File: src/rtl/video_timing_pkg.sv
// Purpose: shared video timing constants and the capture FSM state type.
// Latency: n/a (declarations only).
// Backpressure: n/a.
package video_timing_pkg;

  // 640x480 geometry carried inside an 800x500 raster.
  localparam int H_ACTIVE = 640;
  localparam int H_TOTAL  = 800;
  localparam int V_ACTIVE = 480;
  localparam int V_TOTAL  = 500;

  // Widths of the coordinate outputs.
  localparam int XW = 10;
  localparam int YW = 9;

  typedef enum logic [1:0] {
    SYNC  = 2'd0,
    IDLE  = 2'd1,
    FRAME = 2'd2
  } cap_state_t;

endpackage

File: src/rtl/sync_edge_detect.sv
// Purpose: registers a bundle of sync lines and exposes the previous sample
//          plus rise/fall strobes. Latency: strobes are combinational on the
//          current input against a 1-cycle-old sample. Backpressure: none.
// Ports: clk, rst_n, sync_in[W], sync_prev[W], sync_rise[W], sync_fall[W].
module sync_edge_detect #(
  parameter int W = 2
) (
  input  logic         clk,
  input  logic         rst_n,
  input  logic [W-1:0] sync_in,
  output logic [W-1:0] sync_prev,
  output logic [W-1:0] sync_rise,
  output logic [W-1:0] sync_fall
);

  always_ff @(posedge clk or negedge rst_n) begin
    if (!rst_n) begin
      sync_prev <= '0;
    end else begin
      sync_prev <= sync_in;
    end
  end

  assign sync_rise = sync_in & ~sync_prev;
  assign sync_fall = ~sync_in & sync_prev;

endmodule

File: src/rtl/video_sync_capture.sv
// Purpose: recovers pixel coordinates from hsyn/vsyn-qualified luma, emits
//          linear frame-buffer writes and flags line/frame geometry errors.
// Latency: 1 cycle from sampled input to wr_*/pulse outputs. Backpressure:
//          none, the memory must take one write per cycle.
// Ports: clk, rst_n, hsyn, vsyn, pix_in -> wr_en, wr_addr, wr_data, x_cnt,
//        y_cnt, frame_done, frame_ok, err_line, err_frame.
module video_sync_capture #(
  parameter int H_ACTIVE = video_timing_pkg::H_ACTIVE,
  parameter int V_ACTIVE = video_timing_pkg::V_ACTIVE,
  parameter int DW       = 8,
  parameter int AW       = 19
) (
  input  logic          clk,
  input  logic          rst_n,
  input  logic          hsyn,
  input  logic          vsyn,
  input  logic [DW-1:0] pix_in,
  output logic          wr_en,
  output logic [AW-1:0] wr_addr,
  output logic [DW-1:0] wr_data,
  output logic [9:0]    x_cnt,
  output logic [8:0]    y_cnt,
  output logic          frame_done,
  output logic          frame_ok,
  output logic          err_line,
  output logic          err_frame
);
  import video_timing_pkg::*;

  localparam logic [XW-1:0] X_MAX     = XW'(H_ACTIVE);
  localparam logic [YW-1:0] Y_MAX     = YW'(V_ACTIVE);
  // line_base is one bit wider: H*V may equal 2^AW exactly.
  localparam logic [AW:0]   BASE_STEP = (AW+1)'(H_ACTIVE);
  localparam logic [AW:0]   BASE_MAX  = (AW+1)'(H_ACTIVE * V_ACTIVE);
  localparam logic [AW:0]   BASE_LAST = BASE_MAX - BASE_STEP;

  // Sync edge detection, bit 1 = vsyn, bit 0 = hsyn.
  logic [1:0] sync_prev, sync_rise, sync_fall;

  sync_edge_detect #(.W(2)) u_sync_edge (
    .clk       (clk),
    .rst_n     (rst_n),
    .sync_in   ({vsyn, hsyn}),
    .sync_prev (sync_prev),
    .sync_rise (sync_rise),
    .sync_fall (sync_fall)
  );

  // Previous-sample and rise taps are not needed by this block.
  logic unused_taps;
  assign unused_taps = ^{sync_prev, sync_rise};

  cap_state_t state_q, state_d;

  logic [XW-1:0] x_q, x_d;
  logic [YW-1:0] y_q, y_d;
  logic [AW:0]   base_q, base_d;
  logic          line_xs_q, line_xs_d;    // excess pixel already flagged on this line
  logic          frame_xs_q, frame_xs_d;  // excess line already flagged in this frame
  logic          sticky_q, sticky_d;      // any error seen in this frame

  logic          wr_en_d;
  logic [AW-1:0] wr_addr_d;
  logic [DW-1:0] wr_data_d;
  logic          frame_done_d, frame_ok_d, err_line_d, err_frame_d;

  logic start, active, line_end, frame_end;

  assign start     = (state_q == IDLE) && vsyn;
  assign active    = (state_q == FRAME) || start;
  assign line_end  = (state_q == FRAME) && sync_fall[0];
  assign frame_end = (state_q == FRAME) && sync_fall[1];

  // State register.
  always_ff @(posedge clk or negedge rst_n) begin
    if (!rst_n) begin
      state_q <= SYNC;
    end else begin
      state_q <= state_d;
    end
  end

  // Next-state logic.
  always_comb begin
    state_d = state_q;
    unique case (state_q)
      SYNC:    if (!vsyn)    state_d = IDLE;
      IDLE:    if (vsyn)     state_d = FRAME;
      FRAME:   if (frame_end) state_d = IDLE;
      default:               state_d = SYNC;
    endcase
  end

  // Output / datapath logic.
  always_comb begin
    logic [XW-1:0] x_b;
    logic [YW-1:0] y_b;
    logic [AW:0]   base_b;
    logic          line_xs_b, frame_xs_b, sticky_b;
    logic [AW:0]   addr_sum;

    // The cycle that opens a frame works from cleared counters.
    x_b        = start ? '0   : x_q;
    y_b        = start ? '0   : y_q;
    base_b     = start ? '0   : base_q;
    line_xs_b  = start ? 1'b0 : line_xs_q;
    frame_xs_b = start ? 1'b0 : frame_xs_q;
    sticky_b   = start ? 1'b0 : sticky_q;

    addr_sum     = base_b + (AW+1)'(x_b);

    x_d          = x_b;
    y_d          = y_b;
    base_d       = base_b;
    line_xs_d    = line_xs_b;
    frame_xs_d   = frame_xs_b;
    sticky_d     = sticky_b;
    wr_en_d      = 1'b0;
    wr_addr_d    = wr_addr;
    wr_data_d    = wr_data;
    frame_done_d = 1'b0;
    frame_ok_d   = 1'b0;
    err_line_d   = 1'b0;
    err_frame_d  = 1'b0;

    if (active) begin
      if (hsyn && vsyn) begin
        if (x_b >= X_MAX) begin
          if (!line_xs_b) begin
            err_line_d = 1'b1;
            line_xs_d  = 1'b1;
          end
        end else if (y_b >= Y_MAX) begin
          // x still advances so the line-length check stays meaningful.
          if (!frame_xs_b) begin
            err_frame_d = 1'b1;
            frame_xs_d  = 1'b1;
          end
          x_d = x_b + 1'b1;
        end else begin
          wr_en_d   = 1'b1;
          wr_addr_d = addr_sum[AW-1:0];
          wr_data_d = pix_in;
          x_d       = x_b + 1'b1;
        end
      end

      // Line end is resolved before frame end so a joint fall sees the new y.
      if (line_end) begin
        if (x_b < X_MAX) err_line_d = 1'b1;
        x_d       = '0;
        y_d       = (y_b == '1) ? y_b : y_b + 1'b1;
        base_d    = (base_b >= BASE_LAST) ? BASE_MAX : base_b + BASE_STEP;
        line_xs_d = 1'b0;
      end

      if (frame_end) begin
        frame_done_d = 1'b1;
        frame_ok_d   = (y_d == Y_MAX) && !(sticky_b || err_line_d || err_frame_d);
        if (y_d != Y_MAX) err_frame_d = 1'b1;
      end

      sticky_d = sticky_b | err_line_d | err_frame_d;
    end
  end

  // Datapath and output registers.
  always_ff @(posedge clk or negedge rst_n) begin
    if (!rst_n) begin
      x_q        <= '0;
      y_q        <= '0;
      base_q     <= '0;
      line_xs_q  <= 1'b0;
      frame_xs_q <= 1'b0;
      sticky_q   <= 1'b0;
      wr_en      <= 1'b0;
      wr_addr    <= '0;
      wr_data    <= '0;
      frame_done <= 1'b0;
      frame_ok   <= 1'b0;
      err_line   <= 1'b0;
      err_frame  <= 1'b0;
    end else begin
      x_q        <= x_d;
      y_q        <= y_d;
      base_q     <= base_d;
      line_xs_q  <= line_xs_d;
      frame_xs_q <= frame_xs_d;
      sticky_q   <= sticky_d;
      wr_en      <= wr_en_d;
      wr_addr    <= wr_addr_d;
      wr_data    <= wr_data_d;
      frame_done <= frame_done_d;
      frame_ok   <= frame_ok_d;
      err_line   <= err_line_d;
      err_frame  <= err_frame_d;
    end
  end

  assign x_cnt = x_q;
  assign y_cnt = y_q;

endmodule

File: config.mk
export PLATFORM = sky130hd
export DESIGN_NAME = video_sync_capture
export DESIGN_NICKNAME = d
export VERILOG_FILES = /design/src/rtl/video_timing_pkg.sv /design/src/rtl/sync_edge_detect.sv /design/src/rtl/video_sync_capture.sv
export SDC_FILE = /design/constraint.sdc
export NUM_CORES = 1
export LEC_CHECK = 0
export CORE_MARGIN = 2
export CORE_UTILIZATION = 30
export CTS_CLUSTER_SIZE = 25
export DETAILED_ROUTE_END_ITERATION = 10
export HOLD_SLACK_MARGIN = 0.05
export PLACE_DENSITY = 0.56
export SETUP_SLACK_MARGIN = 0.2
export SYNTH_ARGS = -nofsm -noshare
export SYNTH_HDL_FRONTEND = slang
export SYNTH_SLANG_ARGS = --single-unit
File: constraint.sdc
create_clock -name clk -period 5.6 [get_ports clk]
set_clock_uncertainty 0.1 [all_clocks]
set_input_delay 0.84 -clock clk [delete_from_list [all_inputs] [get_ports clk]]
set_output_delay 0.84 -clock clk [all_outputs]
set_load 0.05 [all_outputs]
==> flow_summary.toml, run 1 <==
[synth]
synth_edf_count = 0
synthCells = 472
ys_warn_count = 0
yosys.area.top_type = "dfrtp_1"
synth.area.top_cells = "dfrtp_1 (45%), nand2_1 (6.6%), ha_1 (4.0%), o21ai_0 (3.2%), and2_1 (2.7%)"
syn_nets = 499
synth_area_um2 = 4330
synth.distinct_cells = 65
synth-main-ff-cell = "dfrtp_1"
ys_seq_elements = 78
yosysTopAreaCellShare = 0.451
synth-async-reset-ratio = 1.00
seq_area_frac_synth = 0.451
syn_area_per_cell_um2 = 9.17

[worst_setup_path]
cp_top_family = "compound AO/OA/AOI/OAI gates"
cp_cell_sequence = "clkdlybuf4s50_1 > nand3b_1 > buf_4 > and2_1 > ha_1 > a2111oi_0 > o21ai_0 > a31oi_2 > or3b_2 > a31oi_1"
crit_start = "vsyn"
end_kind = "register"
cp_max_fo = 25
r2r-start = "state_q[1]"
slowest_stage = "clkdlybuf4s50_1"
timing.critical_path.arrival_ns = 4.35
path_class = "primary input to register"
cp.required_ns = 5.70
max_stage_delay_ns = 0.56
cp-start-kind = "primary input"
r2r_slack_ns = 1.87
critical_path.n_buffers_inverters = 2

[clocking]
ctsHoldBuffers = 0
cts_made_buffers = 9
root_buffer = "clkbuf_16"
cts_tree = "yes"
clkTransAtPathRegs_ns = 0.06
htreeDepth = 3
clk_latency_ns = 0.35
post_cts_buffers = 0
clock_sinks = 78
clock_path_buffers = 2
ctsResizeCount = 0

[pwr]
total_power_mw = 1.95
leakagePower_nw = 2.38
ir_worst_vdd_mv = 0.192
power_density_nw_per_um2 = 357

[grt]
grt_pass1_wl_mm = 17.5
groute.usage.overall = 0.146
grt_pass1_vias = 3480
overflow = 0
grt_max_degree = 79
grt_antenna_before_repair = 0

[layout]
final_common_cell = "dfrtp_1"
final_cell_mix = "dfrtp_1 (78), nand2_1 (76), clkdlybuf4s50_1 (61)"
final_cells = 711
final_util = 0.390
nets = 553
diodes = 0
area_delta_synth_final_pct = 25.8
layout-drive-gt1-share = 0.0640

[timing]
worstMarginPinSlew_ns = 1.00
setup_slack_ns = 1.35
finalSetupViolations = 0
min_period_ns = 4.25
report.final.slew_viol_count = 0
final-hold-violation-count = 0
fmax_ghz = 0.235
fin_crit_sh = 0.760
fin_tns_setup_ns = 0
rsz0062_at_grt = "no"
slew_headroom = 0.333

[die]
initial_core_util = 0.310
coreArea_um2 = 14000
die_h_um = 124
io_pins = 63
fp.dieW_um = 124
dieArea_um2 = 15400
rows = 43

[placement]
place.gp.congestion = 0.886
portBuffers = 62
dpl.hpwl_mm = 7.19
dp_slack_ns = 1.03
post-place-cells = 695

[run_status]
outcome = "complete, no violations"

[routing]
wl_per_cell_um = 14.7
vias_per_cell = 5.11
postRouteAntennaNets = 0
drc = 0
first_pass_iters = 4
drt_wl_total_mm = 10.4
vias = 3632
drtIter0Drc = 239

[flow_run]
cap_violations = 0

[min_path]
hp-class = "register to register"
hold_path_startpoint = "wr_data[5]"
per-stage QoR:
step,instance area [um^2],hold WS [ns]
floorplan,4330,0.335
finish,5450,0.372
global placement,5090,0.353
detailed placement,5090,0.358
CTS,5450,0.375
global route,5450,0.400
power by group:
| part | internal [mW] | leakage [nW] | switching, mW |
|---|---|---|---|
| clock network | 0.459 | 0.168 | 0.232 |
| logic | 0.181 | 1.16 | 0.384 |
| registers | 0.639 | 1.05 | 0.0500 |
| total | 1.28 | 2.38 | 0.666 |
worst min-delay path: stages (launching register included):
cell and delay, ns:
dfrtp_1 0.34, nand2_1 0.05, nand2_1 0.06
kinds of logic (layout without fill, tap and decap cells):
kind of cell    Yosys count  after routing  synth area share
compound gates          116            116             0.181
xor+xnor                 17             17            0.0344
fa+ha+maj                15             15            0.0451
mux                       4              4           0.00982
flops                    78             78             0.451
buf+inv                  38             97            0.0390
simple gates            204            204             0.240
metal layers:
layer	vias to the layer above	GRT usage	share of wire
met1	1740	0.200	0.49
li1	1796	-	-
met5	-	0	0
met2	83	0.219	0.44
met3	13	0.0426	0.059
met4	0	0.0506	0.014
Yosys cell counts, types with 3 or more instances:
library cell	count
a2111oi_0	3
a211oi_1	6
a21o_1	8
a21oi_1	23
a31oi_1	8
and2_1	19
and3_1	5
and4_1	3
buf_2	12
buf_4	3
clkbuf_1	6
dfrtp_1	78
ha_1	14
inv_1	14
nand2_1	76
nand2b_1	5
nand3_1	14
nand4_1	7
nor2_1	30
nor2b_1	9
nor3_1	9
nor4_1	3
o211ai_1	6
o21ai_0	28
o21bai_1	5
o31ai_1	5
o41ai_1	3
or3_1	3
or4_1	5
xnor2_1	6
xor2_1	11
worst paths after layout:
| kind | endpoint | cells past startpoint |
|---|---|---|
| setup reg to reg | wr_addr[16] | 9 |
| max in group asynchronous | wr_data[2] | 1 |
| setup / recovery | wr_addr[16] | 10 |
| hold / removal | wr_data[5] | 2 |
| hold reg to reg | wr_data[5] | 2 |
| min in group asynchronous | y_cnt[8] | 1 |
sequential cells by signal (all words and copies together), names as in the netlist, 2 cells and up:
name and cells:
base_q 20, wr_data 8, x_cnt 10, wr_addr 19, u_sync_edge.sync_prev 2, y_cnt 9, state_q 2
layout make-up:
class | count | area [um^2]
inverters | 15 | 56.3
well taps | 180 | 225
flip-flops and latches | 78 | 1950
clock buffers | 11 | 253
clock inverters | 5 | 105
fillers | 1378 | 8540
multi-input cells | 356 | 2210
repair buffers | 66 | 648
(Power assumes the default switching activity.)
==> inputs of run 2 (changes only) <==
==> constraint.sdc (replaced) <==
create_clock -name clk -period 4.23 [get_ports clk]
set_clock_uncertainty 0.1 [all_clocks]
set_input_delay 0.6345 -clock clk [delete_from_list [all_inputs] [get_ports clk]]
set_output_delay 0.6345 -clock clk [all_outputs]
set_load 0.05 [all_outputs]
==> flow_summary.toml, run 2 (synthesis results as in run 1) <==
[run_status]
outcome = "complete, no violations"

[layout]
regMostFlops = "base_q"
fillerInstances = 1409
nets = 553
fin_area_um2 = 5410
area_delta_synth_final_pct = 25.0
multi_input_comb_area_um2 = 2210
largest_reg_flops = 20
final_cell_mix = "dfrtp_1 (78), nand2_1 (76), clkdlybuf4s50_1 (61)"
layout-drive-gt1-share = 0.0623
diodes = 0
final_common_cell = "dfrtp_1"
seqCellArea_um2 = 1950

[timing]
report.final.slew_viol_count = 0
rsz0062_at_grt = "no"
fin_tns_setup_ns = 0
fmax_ghz = 0.280
fin_crit_sh = 0.844
worstMarginPinSlew_ns = 0.842
worst_hold_slack_ns = 0.189
min_period_ns = 3.57
finalSetupViolations = 0
final-hold-violation-count = 0
slew_headroom = 0.439

[worst_setup_path]
cp_max_fo = 59
cp-start-kind = "primary input"
cp_cell_sequence = "clkdlybuf4s50_1 > nand3b_1 > buf_12 > nand2_1 > inv_1 > ha_1 > a211oi_1 > nor4_2 > o41ai_2 > o311ai_0 > a31oi_1"
cp.required_ns = 4.38
path_class = "primary input to register"
slowest_stage = "o41ai_2"
end_kind = "register"
max_stage_delay_ns = 0.70
timing.critical_path.arrival_ns = 3.72

[placement]
dpl.hpwl_mm = 7.24
portBuffers = 62
place.gp.congestion = 0.803
dpl_cell_area_um2 = 5100

[grt]
grt_max_degree = 60
grt_pass1_vias = 3527
overflow = 0
groute.usage.overall = 0.147
grt_pass1_wl_mm = 17.5
grt_antenna_before_repair = 0

[pwr]
power_density_nw_per_um2 = 453
leakagePower_nw = 2.37
ir_worst_vdd_mv = 0.180

[routing]
vias = 3650
vias_per_cell = 5.14
postRouteAntennaNets = 0
wl_per_cell_um = 14.7
drtIter0Drc = 162
first_pass_iters = 9
drt_wl_total_mm = 10.4
drc = 0

[die]
dieArea_um2 = 15400
initial_core_util = 0.310
io_pins = 63
fp.dieW_um = 124
die_h_um = 124
rows = 43
coreArea_um2 = 14000

[clocking]
clock_sinks = 78
root_buffer = "clkbuf_16"
cts_tree = "yes"
post_cts_buffers = 0
ctsResizeCount = 0
ctsHoldBuffers = 0
htreeDepth = 3
clk_latency_ns = 0.34
cts_made_buffers = 9
clock_path_buffers = 2
clkTransAtPathRegs_ns = 0.06

[min_path]
hp-class = "primary input to asynchronous set/reset pin"

[flow_run]
cap_violations = 0
-- run 2: power breakdown --
part	leakage [nW]	internal, mW	switching (mW)
combinational	1.17	0.242	0.510
sequential	1.05	0.846	0.0663
clock	0.151	0.500	0.289
total	2.37	1.59	0.866
-- run 2: final cells by class --
cell class | count | share of cell area
clock inverter | 3 | 0.00786
tap | 180 | 0.0416
inverter | 15 | 0.0104
clock buffer | 12 | 0.0492
timing repair buffer | 66 | 0.122
sequential | 78 | 0.361
multi-input combinational | 356 | 0.408
-- run 2: critical path, delay by kind of cell --
family	cells	cell delay, ns
AOI/OAI and AO/OA	4	1.45
buffers and inverters	3	0.90
and+or+nand+nor	3	0.41
adders and majority gates	1	0.32
-- run 2: stage by stage --
stage | power, mW | worst slack, ns | utilization | cells
2_1_floorplan | 1.42 | 0.904 | - | 472
3_3_place_gp | 1.68 | 0.356 | 0.365 | 695
3_5_place_dp | 1.69 | 0.283 | 0.365 | 695
4_1_cts | 2.49 | 0.657 | 0.387 | 710
5_1_grt | 2.59 | 0.377 | 0.387 | 710
6_report | 2.45 | 0.660 | 0.387 | 710
-- run 2: routing by layer --
layer / GRT usage / vias to the layer above / wire (um)
li1: - / 1803 / -
met1: 0.196 / 1718 / 4930
met2: 0.221 / 121 / 4640
met3: 0.0522 / 8 / 751
met4: 0.0471 / 0 / 91
met5: 0 / - / 0
-- run 2: worst paths after layout --
path	from	to	slack, ns	cells after the start
max	vsyn	wr_addr[17]	0.66	11
min	rst_n	y_cnt[8]	0.19	1
max reg2reg	state_q[1]	wr_addr[17]	1.00	10
min reg2reg	wr_data[0]	wr_data[0]	0.37	2
max in group asynchronous	rst_n	frame_done	2.97	2
min in group clk	wr_data[0]	wr_data[0]	0.37	2
==> inputs of run 3 (changes only) <==
==> constraint.sdc (replaced) <==
create_clock -name clk -period 3.6 [get_ports clk]
set_clock_uncertainty 0.1 [all_clocks]
set_input_delay 0.54 -clock clk [delete_from_list [all_inputs] [get_ports clk]]
set_output_delay 0.54 -clock clk [all_outputs]
set_load 0.05 [all_outputs]
==> flow_summary.toml, run 3 (synthesis results as in run 1) <==
[timing]
worstMarginPinSlew_ns = 0.991
fin_tns_setup_ns = 0
slew_headroom = 0.339
finalSetupViolations = 0
fin_crit_sh = 0.881
final-hold-violation-count = 0
report.final.slew_viol_count = 0
rsz0062_at_grt = "no"
fmax_ghz = 0.315
min_period_ns = 3.17

[grt]
grt_pass1_wl_mm = 17.8
grt_antenna_before_repair = 0
groute.usage.overall = 0.149
grt_pass1_vias = 3515
overflow = 0
grt_max_degree = 79

[pwr]
leakagePower_nw = 2.44
total_power_mw = 2.99
ir_worst_vdd_mv = 0.217
power_density_nw_per_um2 = 541

[routing]
vias = 3674
drc = 0
first_pass_iters = 4
wl_per_cell_um = 14.8
drtIter0Drc = 195
postRouteAntennaNets = 0
vias_per_cell = 5.08
drt_wl_total_mm = 10.7

[clocking]
clock_path_buffers = 2
htreeDepth = 3
clk_latency_ns = 0.34
ctsResizeCount = 0
clock_sinks = 78
root_buffer = "clkbuf_16"
post_cts_buffers = 0
clkTransAtPathRegs_ns = 0.06
cts_made_buffers = 9
ctsHoldBuffers = 0
cts_tree = "yes"

[placement]
portBuffers = 62
dpl_cell_area_um2 = 5210
post-place-cells = 709
place.gp.congestion = 0.859
dpl.hpwl_mm = 7.39

[layout]
diodes = 0
nets = 567
regMostFlops = "base_q"
fin_area_um2 = 5540
final_util = 0.396
layout-drive-gt1-share = 0.0847
area_delta_synth_final_pct = 27.9
largest_reg_flops = 20
final_cell_mix = "dfrtp_1 (78), nand2_1 (76), clkdlybuf4s50_1 (61)"
final_common_cell = "dfrtp_1"
final_cells = 723

[die]
initial_core_util = 0.310
rows = 43
die_h_um = 124
dieArea_um2 = 15400
fp.dieW_um = 124
io_pins = 63
coreArea_um2 = 14000

[worst_setup_path]
end_kind = "register"
cp-start-kind = "primary input"
path_class = "primary input to register"
r2r_slack_ns = 0.55
worst-r2r-cell-count = 10
timing.critical_path.arrival_ns = 3.29
cp.required_ns = 3.72
cp_max_fo = 24

[run_status]
outcome = "complete, no violations"

[flow_run]
cap_violations = 0

[min_path]
hp-class = "primary input to asynchronous set/reset pin"
[run 3: cell types whose count changed in the layout (fill, tap and decap cells not counted)]
cell / previous run / this run
buf_4: 4 / 18
a211oi_1: 6 / 5
bufinv_16: 1 / 3
clkbuf_8: 3 / 0
clkbuf_1: 0 / 1
a211oi_2: 0 / 1
clkinv_2: 1 / 0
[run 3: power breakdown]
| part | internal (mW) | leakage (nW) | total (mW) | switching [mW] |
|---|---|---|---|---|
| clock | 0.670 | 0.155 | 1.02 | 0.354 |
| sequential | 0.994 | 1.05 | 1.08 | 0.0814 |
| combinational | 0.292 | 1.24 | 0.896 | 0.603 |
| total | 1.96 | 2.44 | 2.99 | 1.04 |
[run 3: layer usage]
metal	share of wire	global-route usage	vias to the layer above	routed length [um]
li1	-	-	1826	-
met4	0.018	0.0513	0	194
met3	0.060	0.0426	12	642
met5	0	0	-	0
met2	0.44	0.220	91	4680
met1	0.49	0.209	1745	5210
[run 3: through the flow]
| stage | hold slack (ns) | setup WS [ns] |
|---|---|---|
| after floorplan | 0.144 | 0.369 |
| after global placement | 0.352 | 0.132 |
| after detailed placement | 0.363 | 0.0765 |
| after CTS | 0.310 | 0.428 |
| after global routing | 0.370 | 0.203 |
| final | 0.271 | 0.428 |
[run 3: cell type report]
type	instances	area, um^2
Clock buffer	10	229
Clock inverter	4	97.6
Fill cell	1437	8450
Inverter	15	56.3
Multi-Input combinational cell	356	2210
Sequential cell	78	1950
Tap cell	180	225
Timing Repair Buffer	80	766
[run 3: critical path, cell delays in order]
cell             delay (ns)
clkdlybuf4s50_1        0.48
nand3b_1               0.13
buf_12                 0.18
nand2_1                0.11
inv_1                  0.10
ha_1                   0.32
a211oi_1               0.32
o21bai_1               0.15
a2111oi_0              0.68
or4_1                  0.20
nand3_1                0.06
[run 3: path summary, 6_finish.rpt]
| kind | end | from |
|---|---|---|
| min reg2reg | wr_data[5] | wr_data[5] |
| min | y_cnt[8] | rst_n |
| min in group clk | wr_data[5] | wr_data[5] |
| max reg2reg | wr_addr[7] | state_q[1] |
| max | wr_addr[7] | vsyn |
| max in group asynchronous | wr_data[2] | rst_n |
